==> src/rtl/dm_arbiter_if.sv <==
// Bundle of every signal around the data-memory arbiter: the CPU data port,
// the display/debug read port, the DM port and the stall statistic.
//   slave  : arbiter side (drives stall/rdata/ack/mem_*/stall_cnt)
//   master : environment side (CPU, display reader, DM model)
interface dm_arbiter_if #(
    parameter int AW = 16,
    parameter int DW = 16
);
    // CPU data port
    logic          cpu_req;
    logic          cpu_we;
    logic [AW-1:0] cpu_addr;
    logic [DW-1:0] cpu_wdata;
    logic          cpu_stall;
    logic [DW-1:0] cpu_rdata;
    logic          cpu_rvalid;
    // display / debug reader
    logic          dis_req;
    logic [AW-1:0] dis_addr;
    logic          dis_ack;
    logic [DW-1:0] dis_rdata;
    // data memory
    logic [AW-1:0] mem_addr;
    logic [DW-1:0] mem_din;
    logic          mem_we;
    logic [DW-1:0] mem_dout;
    // statistics
    logic [15:0]   stall_cnt;

    modport slave (
        input  cpu_req, cpu_we, cpu_addr, cpu_wdata,
        input  dis_req, dis_addr,
        input  mem_dout,
        output cpu_stall, cpu_rdata, cpu_rvalid,
        output dis_ack, dis_rdata,
        output mem_addr, mem_din, mem_we,
        output stall_cnt
    );

    modport master (
        output cpu_req, cpu_we, cpu_addr, cpu_wdata,
        output dis_req, dis_addr,
        output mem_dout,
        input  cpu_stall, cpu_rdata, cpu_rvalid,
        input  dis_ack, dis_rdata,
        input  mem_addr, mem_din, mem_we,
        input  stall_cnt
    );
endinterface

==> src/rtl/dm_arbiter.sv <==
// Single-port data-memory arbiter between the CPU data port and a read-only
// display/debug scanner. CPU has fixed priority; a saturating starvation
// counter forces the display in after MAX_WAIT lost cycles.
// Ports:
//   clk    memory clock, all state on rising edge
//   reset  asynchronous, active-high
//   bus    dm_arbiter_if.slave: CPU port (req/we/addr/wdata -> stall/rdata/rvalid),
//          display port (req/addr -> ack/rdata), DM port (addr/din/we <- dout),
//          stall_cnt (saturating CPU-stall cycle count)
// MAX_WAIT legal range is 1..15 (starvation counter is 4 bits).
module dm_arbiter #(
    parameter int AW       = 16,
    parameter int DW       = 16,
    parameter int MAX_WAIT = 3
) (
    input  logic           clk,
    input  logic           reset,
    dm_arbiter_if.slave    bus
);

    typedef enum logic [1:0] {
        OWN_NONE = 2'd0,
        OWN_CPU  = 2'd1,
        OWN_DIS  = 2'd2
    } owner_e;

    localparam logic [3:0] MW = 4'(MAX_WAIT);

    owner_e        owner;
    logic          dis_eff;

    logic [DW-1:0] cpu_rdata_q, cpu_rdata_d;
    logic          cpu_rvalid_q, cpu_rvalid_d;
    logic [DW-1:0] dis_rdata_q, dis_rdata_d;
    logic          dis_ack_q, dis_ack_d;
    logic [3:0]    starve_q, starve_d;
    logic [15:0]   stall_cnt_q, stall_cnt_d;

    // A request in its ack cycle is already retired; whatever dis_req shows
    // then belongs to the next access and is only looked at next cycle.
    assign dis_eff = bus.dis_req & ~dis_ack_q;

    always_comb begin
        owner = OWN_NONE;
        if (dis_eff && (!bus.cpu_req || starve_q == MW))
            owner = OWN_DIS;
        else if (bus.cpu_req)
            owner = OWN_CPU;
    end

    // Memory mux; write enable only ever comes from the CPU path.
    always_comb begin
        bus.mem_addr = '0;
        bus.mem_din  = '0;
        bus.mem_we   = 1'b0;
        case (owner)
            OWN_CPU: begin
                bus.mem_addr = bus.cpu_addr;
                bus.mem_din  = bus.cpu_wdata;
                bus.mem_we   = bus.cpu_we;
            end
            OWN_DIS: bus.mem_addr = bus.dis_addr;
            default: ;
        endcase
    end

    assign bus.cpu_stall = bus.cpu_req & (owner != OWN_CPU);

    always_comb begin
        cpu_rdata_d  = cpu_rdata_q;
        cpu_rvalid_d = 1'b0;
        if (owner == OWN_CPU && !bus.cpu_we) begin
            cpu_rdata_d  = bus.mem_dout;
            cpu_rvalid_d = 1'b1;
        end

        dis_rdata_d = dis_rdata_q;
        dis_ack_d   = 1'b0;
        if (owner == OWN_DIS) begin
            dis_rdata_d = bus.mem_dout;
            dis_ack_d   = 1'b1;
        end

        // Counts cycles the display wanted the memory but lost.
        if (owner == OWN_DIS || !dis_eff)
            starve_d = '0;
        else if (starve_q >= MW)
            starve_d = MW;
        else
            starve_d = starve_q + 4'd1;

        stall_cnt_d = stall_cnt_q;
        if (bus.cpu_stall && stall_cnt_q != 16'hFFFF)
            stall_cnt_d = stall_cnt_q + 16'd1;
    end

    always_ff @(posedge clk or posedge reset) begin
        if (reset) begin
            cpu_rdata_q  <= '0;
            cpu_rvalid_q <= 1'b0;
            dis_rdata_q  <= '0;
            dis_ack_q    <= 1'b0;
            starve_q     <= '0;
            stall_cnt_q  <= '0;
        end else begin
            cpu_rdata_q  <= cpu_rdata_d;
            cpu_rvalid_q <= cpu_rvalid_d;
            dis_rdata_q  <= dis_rdata_d;
            dis_ack_q    <= dis_ack_d;
            starve_q     <= starve_d;
            stall_cnt_q  <= stall_cnt_d;
        end
    end

    assign bus.cpu_rdata  = cpu_rdata_q;
    assign bus.cpu_rvalid = cpu_rvalid_q;
    assign bus.dis_rdata  = dis_rdata_q;
    assign bus.dis_ack    = dis_ack_q;
    assign bus.stall_cnt  = stall_cnt_q;

endmodule

==> src/flat_wrapper.sv <==
// flat-port wrapper written by rule: the top's interface ports become plain ports
module dm_arbiter_flat 
#(
    parameter int AW       = 16,
    parameter int DW       = 16,
    parameter int MAX_WAIT = 3
)
  (clk, reset, bus_cpu_req, bus_cpu_we, bus_cpu_addr, bus_cpu_wdata, bus_dis_req, bus_dis_addr, bus_mem_dout, bus_cpu_stall, bus_cpu_rdata, bus_cpu_rvalid, bus_dis_ack, bus_dis_rdata, bus_mem_addr, bus_mem_din, bus_mem_we, bus_stall_cnt);
  dm_arbiter_if #(.AW(AW), .DW(DW)) bus_i ();
  input  logic clk;
  input  logic reset;
  input wire logic [$bits(bus_i.cpu_req)-1:0] bus_cpu_req;
  input wire logic [$bits(bus_i.cpu_we)-1:0] bus_cpu_we;
  input wire logic [$bits(bus_i.cpu_addr)-1:0] bus_cpu_addr;
  input wire logic [$bits(bus_i.cpu_wdata)-1:0] bus_cpu_wdata;
  input wire logic [$bits(bus_i.dis_req)-1:0] bus_dis_req;
  input wire logic [$bits(bus_i.dis_addr)-1:0] bus_dis_addr;
  input wire logic [$bits(bus_i.mem_dout)-1:0] bus_mem_dout;
  output wire logic [$bits(bus_i.cpu_stall)-1:0] bus_cpu_stall;
  output wire logic [$bits(bus_i.cpu_rdata)-1:0] bus_cpu_rdata;
  output wire logic [$bits(bus_i.cpu_rvalid)-1:0] bus_cpu_rvalid;
  output wire logic [$bits(bus_i.dis_ack)-1:0] bus_dis_ack;
  output wire logic [$bits(bus_i.dis_rdata)-1:0] bus_dis_rdata;
  output wire logic [$bits(bus_i.mem_addr)-1:0] bus_mem_addr;
  output wire logic [$bits(bus_i.mem_din)-1:0] bus_mem_din;
  output wire logic [$bits(bus_i.mem_we)-1:0] bus_mem_we;
  output wire logic [$bits(bus_i.stall_cnt)-1:0] bus_stall_cnt;
  assign bus_i.cpu_req = bus_cpu_req;
  assign bus_i.cpu_we = bus_cpu_we;
  assign bus_i.cpu_addr = bus_cpu_addr;
  assign bus_i.cpu_wdata = bus_cpu_wdata;
  assign bus_i.dis_req = bus_dis_req;
  assign bus_i.dis_addr = bus_dis_addr;
  assign bus_i.mem_dout = bus_mem_dout;
  assign bus_cpu_stall = bus_i.cpu_stall;
  assign bus_cpu_rdata = bus_i.cpu_rdata;
  assign bus_cpu_rvalid = bus_i.cpu_rvalid;
  assign bus_dis_ack = bus_i.dis_ack;
  assign bus_dis_rdata = bus_i.dis_rdata;
  assign bus_mem_addr = bus_i.mem_addr;
  assign bus_mem_din = bus_i.mem_din;
  assign bus_mem_we = bus_i.mem_we;
  assign bus_stall_cnt = bus_i.stall_cnt;
  dm_arbiter #(.AW(AW), .DW(DW), .MAX_WAIT(MAX_WAIT)) u_core (.clk(clk), .reset(reset), .bus(bus_i));
endmodule
==> config.mk <==
export PLATFORM = sky130hd
export DESIGN_NAME = dm_arbiter_flat
export DESIGN_NICKNAME = d
export VERILOG_FILES = /design/src/rtl/dm_arbiter_if.sv /design/src/rtl/dm_arbiter.sv /design/src/flat_wrapper.sv
export SDC_FILE = /design/constraint.sdc
export NUM_CORES = 1
export LEC_CHECK = 0
export ABC_CLOCK_PERIOD_IN_PS = 4500
export CORE_MARGIN = 3
export CORE_UTILIZATION = 30
export DETAILED_ROUTE_END_ITERATION = 16
export PLACE_DENSITY = 0.66
export REMOVE_ABC_BUFFERS = 1
export SLEW_MARGIN = 25
export SYNTH_ARGS = -nofsm -noshare
export SYNTH_HDL_FRONTEND = slang
export SYNTH_SLANG_ARGS = --single-unit
==> constraint.sdc <==
create_clock -name clk -period 4.5 [get_ports clk]
set_clock_uncertainty 0.15 [all_clocks]
set_input_delay 0.9 -clock clk [delete_from_list [all_inputs] [get_ports clk]]
set_output_delay 0.9 -clock clk [all_outputs]
set_load 0.005 [all_outputs]
==> metrics.json, run 1 <==
{
  "power_and_ir_drop": {
    "switchingPower_mw": 0.2798,
    "p_total_mw": 1.207,
    "p_clk_share_pct": 26.5,
    "cellInternalPower_mw": 0.9269,
    "power.share.switching_pct": 23.18,
    "power_leakage_nw": 1.795,
    "power_frac_seq_pct": 46.7,
    "irDropWorstVdd_mv": 0.1917,
    "combinationalPowerShare_pct": 26.8,
    "power.density_nw_per_um2": 276.7
  },
  "routing": {
    "totalWireLength_um": 7377,
    "final_antenna_violating_net_count": 0,
    "post_drt_wl_per_cell_um": 15.06,
    "route.detailed.drc": 0,
    "total_via_count_after_detailed_routing": 2199,
    "detail_route.iter0.violations": 57,
    "via_per_inst": 4.488,
    "drt_pass1_iterations": 4
  },
  "cts": {
    "postCtsSetupBuffers": 0,
    "clkLatencyLatePin_ns": 0.29,
    "root_buffer": "clkbuf_8",
    "cts_num_sinks": 54,
    "cts_max_level": 2,
    "post_cts.resized_instances": 0,
    "post_cts_clock_slew_at_the_launch_and_capture_registers_of_the_worst_setup_and_hold_paths_ns": 0.09,
    "hold_buffer_count_at_cts": 0,
    "cts_buffers": 5,
    "cts_tree": "done",
    "ctsLongestPathBuffers": 2
  },
  "worst_hold_path": {
    "worst_hold_path_depth": 1,
    "hold_path.startpoint": "u_core.bus.stall_cnt[15]",
    "worst_hold_path_type": "flip-flop to flip-flop",
    "hold_end": "u_core.bus.stall_cnt[15]"
  },
  "yosys": {
    "synth_top_family_by_area": "simple AND/OR/NAND/NOR gates",
    "synth_async_sr_flop_share_pct": 100.0,
    "synthMuxAreaShare_pct": 15.44,
    "xor_and_xnor_area_share_after_synthesis_pct": 4.335,
    "post_synthesis_share_of_cell_area_spent_on_full_adders_half_adders_and_majority_gates_pct": 0.9528,
    "synthCells": 231,
    "synth_simple_gate_area_share_pct": 19.20,
    "synthesis.area_um2": 2626,
    "synth-seq-area-share_pct": 51.45,
    "synthFlopType": "dfrtp_1",
    "number_of_flops_mapped_to_enable_cells_by_yosys": 0,
    "postSynthRegisterBits": 54,
    "syn_area_per_cell_um2": 11.37,
    "ys.warnings.count": 0,
    "synth_compound_area_share_pct": 5.288,
    "number_of_library_cell_types_mapped_by_synthesis": 35
  },
  "worst_setup_path": {
    "timing.rr.start": "u_core.starve_q[0]",
    "crit_path_end_kind": "output port",
    "worst_setup_path_start_kind": "primary input",
    "critical_path.reg2reg.endpoint": "u_core.bus.cpu_rdata[15]",
    "cpPeakStageDelay_ns": 0.79,
    "crit_top_cell": "clkdlybuf4s50_1",
    "timing.setup.critical_path_class": "primary input to output port",
    "rrSetupSlack_ns": 2.01,
    "crit_fanout": 11,
    "crit_required_ns": 3.45,
    "cp_cell_sequence": "clkdlybuf4s50_1 > nand3b_1 > nor2_1 > buf_4 > clkdlybuf4s50_1",
    "critical_path_arrival_ns": 2.87,
    "slowest_stage": "clkdlybuf4s50_1",
    "timing.reg2reg.worst_path_depth": 5
  },
  "timing": {
    "final_max_slew_viol_count": 0,
    "timing_hold_violations_final": 0,
    "layout_worst_path_cycle_share_pct": 87.04,
    "final.setup.tns_ns": 0,
    "finalSetupViolations": 0,
    "worst_slew_pin_slew_ns": 0.8282,
    "min_period_ns": 3.917,
    "grt_setup_unrepaired": "no",
    "maxSlewHeadroom_pct": 44.71,
    "max_freq_mhz": 255.3
  },
  "placement": {
    "detailedPlacementHpwl_um": 5679,
    "last_weighted_congestion_value_of_the_routability_driven_placer": 0.7854,
    "dpl_cell_area_um2": 4252,
    "io_buffer_count": 152
  },
  "floorplanning": {
    "die_width_um": 99.57,
    "rows": 33,
    "floorplan.initialDensity_pct": 31.49,
    "core-area_um2": 8341,
    "die_height_um": 99.57,
    "top_level_ports": 153,
    "design.die.area_um2": 9913
  },
  "finish": {
    "antenna_cells_inserted": 0,
    "sequential_cell_area_um2": 1351,
    "fillCellCount": 767,
    "areaGrowthSynthToFinish_pct": 66.08,
    "multi_input_comb_area_um2": 1206,
    "number_of_nets_in_the_finished_design": 455,
    "stdcell_area_um2": 4362,
    "drive_gt1_share_pct": 13.51
  },
  "grt": {
    "antenna_found_initial": 0,
    "first_global_vias": 2348,
    "globalRouteOverflowTotal": 0,
    "wire_length_of_the_first_global_routing_pass_um": 11870,
    "track_usage_pct": 14.88,
    "grt_start_max_net_pins": 41
  },
  "flow_run": {
    "max-cap-violations": 0
  },
  "status": {
    "run_status": "finished, final reports clean"
  }
}
## flip-flops by register name, summed over array words and instances, names as in the netlist
register               count
u_core.bus.cpu_rdata      16
u_core.bus.dis_rdata      16
u_core.bus.stall_cnt      16
u_core.starve_q            4
u_core.bus.cpu_rvalid      1
u_core.bus.dis_ack         1
## per-layer routing
metal | global-route usage (%) | share of wire (%) | up-vias
li1 | - | - | 1098
met1 | 19.16 | 43 | 1042
met2 | 24.79 | 50 | 55
met5 | 0 | 0 | -
met3 | 4.769 | 6.2 | 4
met4 | 2.731 | 0.73 | 0
## worst max-delay path by stage
| stage | startpoint | to | cells after the start |
|---|---|---|---|
| final | bus_cpu_req | bus_cpu_stall | 5 |
| after global routing | bus_cpu_req | bus_cpu_stall | 5 |
| after CTS | bus_cpu_req | bus_cpu_stall | 5 |
| after detailed placement | bus_cpu_req | bus_cpu_stall | 5 |
| after global placement | bus_cpu_req | bus_cpu_stall | 5 |
| after floorplan | u_core.starve_q[0] | bus_mem_addr[0] | 4 |
## cell families (layout without fill, tap and decap cells)
kind of cell,after synthesis,after routing
xor gates and xnor gates,13,13
adders and majority gates,2,2
AOI/OAI and AO/OA,25,25
DFF,54,54
other,1,2
and+or+nand+nor,90,90
muxes,33,33
buffers and inverters,13,166
## area by class of cell
class	instances	share of cell area [%]
Timing Repair Buffer	157	35.74
Sequential cell	54	30.98
Multi-Input combinational cell	165	27.65
Tap cell	105	3.012
Clock buffer	6	1.664
Clock inverter	2	0.8606
Inverter	1	0.08606
## critical path, delay by kind of cell
| family | cells | cell delay [ns] |
|---|---|---|
| buffers and inverters | 3 | 1.46 |
| AND/OR/NAND/NOR | 2 | 0.49 |
## power groups by stage
stage | Sequential (mW) | Combinational, mW | Clock [mW]
2_1_floorplan | 0.575 | 0.0951 | 0
3_3_place_gp | 0.572 | 0.324 | 0
3_5_place_dp | 0.573 | 0.326 | 0
4_1_cts | 0.565 | 0.328 | 0.332
5_1_grt | 0.572 | 0.350 | 0.351
6_report | 0.564 | 0.323 | 0.320
## cell usage in the layout, fill, tap and decap left out
| cell type | instances |
|---|---|
| bufinv_16 | 1 |
| nand2_1 | 35 |
| buf_4 | 5 |
| a21boi_0 | 1 |
| a31oi_1 | 1 |
| a21oi_4 | 1 |
| clkbuf_8 | 5 |
| nor4b_4 | 1 |
| or3b_1 | 1 |
| clkinvlp_4 | 1 |
| nand3_1 | 7 |
| clkdlybuf4s50_1 | 152 |
| nand3b_1 | 1 |
| nor2_1 | 3 |
| o21a_4 | 1 |
| nor4_1 | 1 |
| inv_2 | 1 |
| clkbuf_1 | 1 |
| or2_2 | 1 |
| nand4b_1 | 2 |
| conb_1 | 2 |
| and3b_1 | 1 |
| mux2_2 | 24 |
| xnor2_1 | 11 |
| and3_1 | 4 |
| nand4_1 | 6 |
| and4_1 | 2 |
| a21oi_1 | 5 |
| nand2b_1 | 2 |
| ha_1 | 2 |
| nor2b_4 | 1 |
| and2_1 | 19 |
| mux2_4 | 9 |
| xor2_1 | 2 |
| dfrtp_1 | 54 |
| nor3_1 | 2 |
| o21ai_0 | 16 |
| and4bb_2 | 1 |
## Yosys cell counts (3+ instances only)
master    instances  share of area (%)
a21oi_1           6                1.1
and2_1           19                4.5
and3_1            4               0.95
buf_2             3               0.57
clkbuf_1          6               0.86
dfrtp_1          54                 51
mux2_2           24                 10
mux2_4            9                5.1
nand2_1          35                5.0
nand3_1           7                1.3
nand4_1           6                1.4
nor2_1            3               0.43
o21ai_0          16                3.0
xnor2_1          11                3.7
## metrics by stage
step                setup WS (ns)  hold slack [ns]  std cells  util [%]
floorplan                  0.2694           0.3310        220         -
global placement           0.5950           0.3309        482     50.98
detailed placement         0.5893           0.3430        482     50.98
CTS                        0.5867           0.3563        490     52.30
global route               0.4237           0.3851        490     52.30
finish                     0.5830           0.3582        490     52.30
(Power assumes the default switching activity.)
==> run 2, diff against run 1 <==
--- a/config.mk
+++ b/config.mk
@@ -5,7 +5,7 @@
 export SDC_FILE = /design/constraint.sdc
 export NUM_CORES = 1
 export LEC_CHECK = 0
-export ABC_CLOCK_PERIOD_IN_PS = 4500
+export ABC_CLOCK_PERIOD_IN_PS = 3800
 export CORE_MARGIN = 3
 export CORE_UTILIZATION = 30
 export DETAILED_ROUTE_END_ITERATION = 16
==> constraint.sdc (replaced) <==
create_clock -name clk -period 3.8 [get_ports clk]
set_clock_uncertainty 0.15 [all_clocks]
set_input_delay 0.76 -clock clk [delete_from_list [all_inputs] [get_ports clk]]
set_output_delay 0.76 -clock clk [all_outputs]
set_load 0.005 [all_outputs]
==> run 2 against run 1 <==
Sequential share of layout area hardly changed. Clock power is 3% lower. Setup slack worse by 0.27 ns. Count of clock-buffer cells in the layout is 1 lower. Total power is 13% higher. Sequential power is 18% higher. Final cell count is 0.41% higher. First-iteration DRC count is 19% lower. Register-to-register slack worse by 0.75 ns. Via count is 1.2% higher. Global-route usage is 0.32 points higher. Die area stayed put. Largest power group unchanged.
==> metrics.json, run 2 (synthesis gave the netlist of run 1 again) <==
{
  "status": {
    "run_status": "finished, final reports clean"
  },
  "grt": {
    "globalRouteOverflowTotal": 0,
    "wire_length_of_the_first_global_routing_pass_um": 12090,
    "first_global_vias": 2303,
    "track_usage_pct": 15.19,
    "antenna_found_initial": 0,
    "grt_start_max_net_pins": 27
  },
  "power_and_ir_drop": {
    "p_total_mw": 1.364,
    "power_leakage_nw": 1.795,
    "combinationalPowerShare_pct": 28.2,
    "irDropWorstVdd_mv": 0.2403,
    "power.density_nw_per_um2": 313.0,
    "cellInternalPower_mw": 1.029,
    "power.share.switching_pct": 24.54,
    "switchingPower_mw": 0.3347,
    "p_clk_share_pct": 22.8,
    "power_frac_seq_pct": 49.0
  },
  "timing": {
    "layout_worst_path_cycle_share_pct": 91.70,
    "max_freq_mhz": 287.0,
    "final_max_slew_viol_count": 0,
    "min_period_ns": 3.484,
    "worst_slew_pin_slew_ns": 0.6579,
    "maxSlewHeadroom_pct": 56.05,
    "grt_setup_unrepaired": "no",
    "timing_hold_violations_final": 0,
    "finalSetupViolations": 0
  },
  "finish": {
    "drive_gt1_share_pct": 14.21,
    "number_of_nets_in_the_finished_design": 458,
    "most_frequent_standard_cell_in_the_layout_excluding_fill_and_tap_cells": "clkdlybuf4s50_1",
    "fillCellCount": 742,
    "antenna_cells_inserted": 0,
    "areaGrowthSynthToFinish_pct": 65.94,
    "multi_input_comb_area_um2": 1206,
    "most-common-layout-cells": "clkdlybuf4s50_1 (152), dfrtp_1 (54), nand2_1 (35), mux2_2 (24), and2_1 (19)",
    "stdcell_area_um2": 4358,
    "sequential_cell_area_um2": 1351
  },
  "cts": {
    "cts_max_level": 2,
    "post_cts.resized_instances": 0,
    "ctsLongestPathBuffers": 2,
    "cts_buffers": 5,
    "cts_num_sinks": 54,
    "hold_buffer_count_at_cts": 0,
    "post_cts_clock_slew_at_the_launch_and_capture_registers_of_the_worst_setup_and_hold_paths_ns": 0.09,
    "postCtsSetupBuffers": 0,
    "clkLatencyLatePin_ns": 0.30,
    "root_buffer": "clkbuf_8",
    "cts_tree": "done"
  },
  "floorplanning": {
    "top_level_ports": 153,
    "design.die.area_um2": 9913,
    "rows": 33,
    "floorplan.initialDensity_pct": 31.49,
    "core-area_um2": 8341,
    "die_width_um": 99.57,
    "die_height_um": 99.57
  },
  "routing": {
    "drt_pass1_iterations": 5,
    "detail_route.iter0.violations": 46,
    "post_drt_wl_per_cell_um": 15.15,
    "total_via_count_after_detailed_routing": 2225,
    "final_antenna_violating_net_count": 0,
    "totalWireLength_um": 7454,
    "route.detailed.drc": 0,
    "via_per_inst": 4.522
  },
  "worst_setup_path": {
    "crit_fanout": 25,
    "worst_setup_path_start_kind": "flip-flop",
    "crit_required_ns": 2.89,
    "timing.setup.critical_path_class": "flip-flop to output port",
    "crit_path_end_kind": "output port",
    "critical_path_arrival_ns": 2.57
  },
  "placement": {
    "last_weighted_congestion_value_of_the_routability_driven_placer": 0.7629,
    "detailedPlacementHpwl_um": 5912,
    "io_buffer_count": 152,
    "dpl_cell_area_um2": 4274
  },
  "worst_hold_path": {
    "worst_hold_path_type": "flip-flop to flip-flop"
  },
  "flow_run": {
    "max-cap-violations": 0
  }
}
==> run 2: cell types whose count changed in the layout (fill, tap and decap cells not counted), sizes merged <==
| cell | delta |
|---|---|
| clkinvlp | +1 |
| buf | +3 |
| bufinv | -1 |
| clkbuf | -1 |
==> run 2: cell type report <==
type | instances | share of cell area (%)
Clock buffer | 5 | 1.579
Clock inverter | 2 | 0.3445
Inverter | 1 | 0.08613
Multi-Input combinational cell | 165 | 27.68
Sequential cell | 54 | 31.01
Tap cell | 105 | 3.015
Timing Repair Buffer | 160 | 36.29
==> run 2: metrics by stage <==
step / cells / hold slack, ns / TNS, ns / worst slack [ns] / utilization [%]
finish: 492 / 0.3446 / 0 / 0.3155 / 52.25
detailed placement: 485 / 0.3332 / 0 / 0.3431 / 51.25
global placement: 485 / 0.3383 / 0 / 0.4431 / 51.25
CTS: 492 / 0.3484 / 0 / 0.2837 / 52.25
floorplan: 220 / 0.3310 / -4.650 / -0.2906 / -
global route: 492 / 0.3706 / 0 / 0.1288 / 52.25
==> run 2: critical path: stages (launching register included) <==
cell	delay, ns
dfrtp_1	0.36
ha_1	0.17
or3b_1	0.53
a21oi_4	0.25
buf_4	0.26
nand2_1	0.08
o21ai_0	0.08
clkdlybuf4s50_1	0.54
==> run 2: metal layers <==
layer / GRT usage [%] / wire, µm
met5: 0 / 0
met4: 3.046 / 74
met3: 4.979 / 475
met2: 25.26 / 3796
met1: 19.45 / 3107
==> run 2: path summary, 6_finish.rpt <==
kind | from | to | slack, ns | depth (start not counted)
worst min register to register | u_core.bus.stall_cnt[15] | u_core.bus.stall_cnt[15] | 0.34 | 1
max in group asynchronous | reset | u_core.bus.dis_rdata[4] | 2.19 | 3
worst max-delay path | u_core.starve_q[0] | bus_mem_addr[2] | 0.32 | 7
worst max register to register | u_core.starve_q[0] | u_core.bus.cpu_rdata[15] | 1.26 | 5
min in group asynchronous | reset | u_core.bus.cpu_rdata[6] | 0.68 | 2
worst min-delay path | u_core.bus.stall_cnt[15] | u_core.bus.stall_cnt[15] | 0.34 | 1
==> run 2: power groups by stage <==
stage / Combinational, mW / Sequential (mW) / Clock, mW
floorplan: 0.113 / 0.681 / 0
global placement: 0.387 / 0.677 / 0
detailed placement: 0.390 / 0.678 / 0
CTS: 0.392 / 0.669 / 0.317
global route: 0.418 / 0.677 / 0.350
finish: 0.385 / 0.668 / 0.311
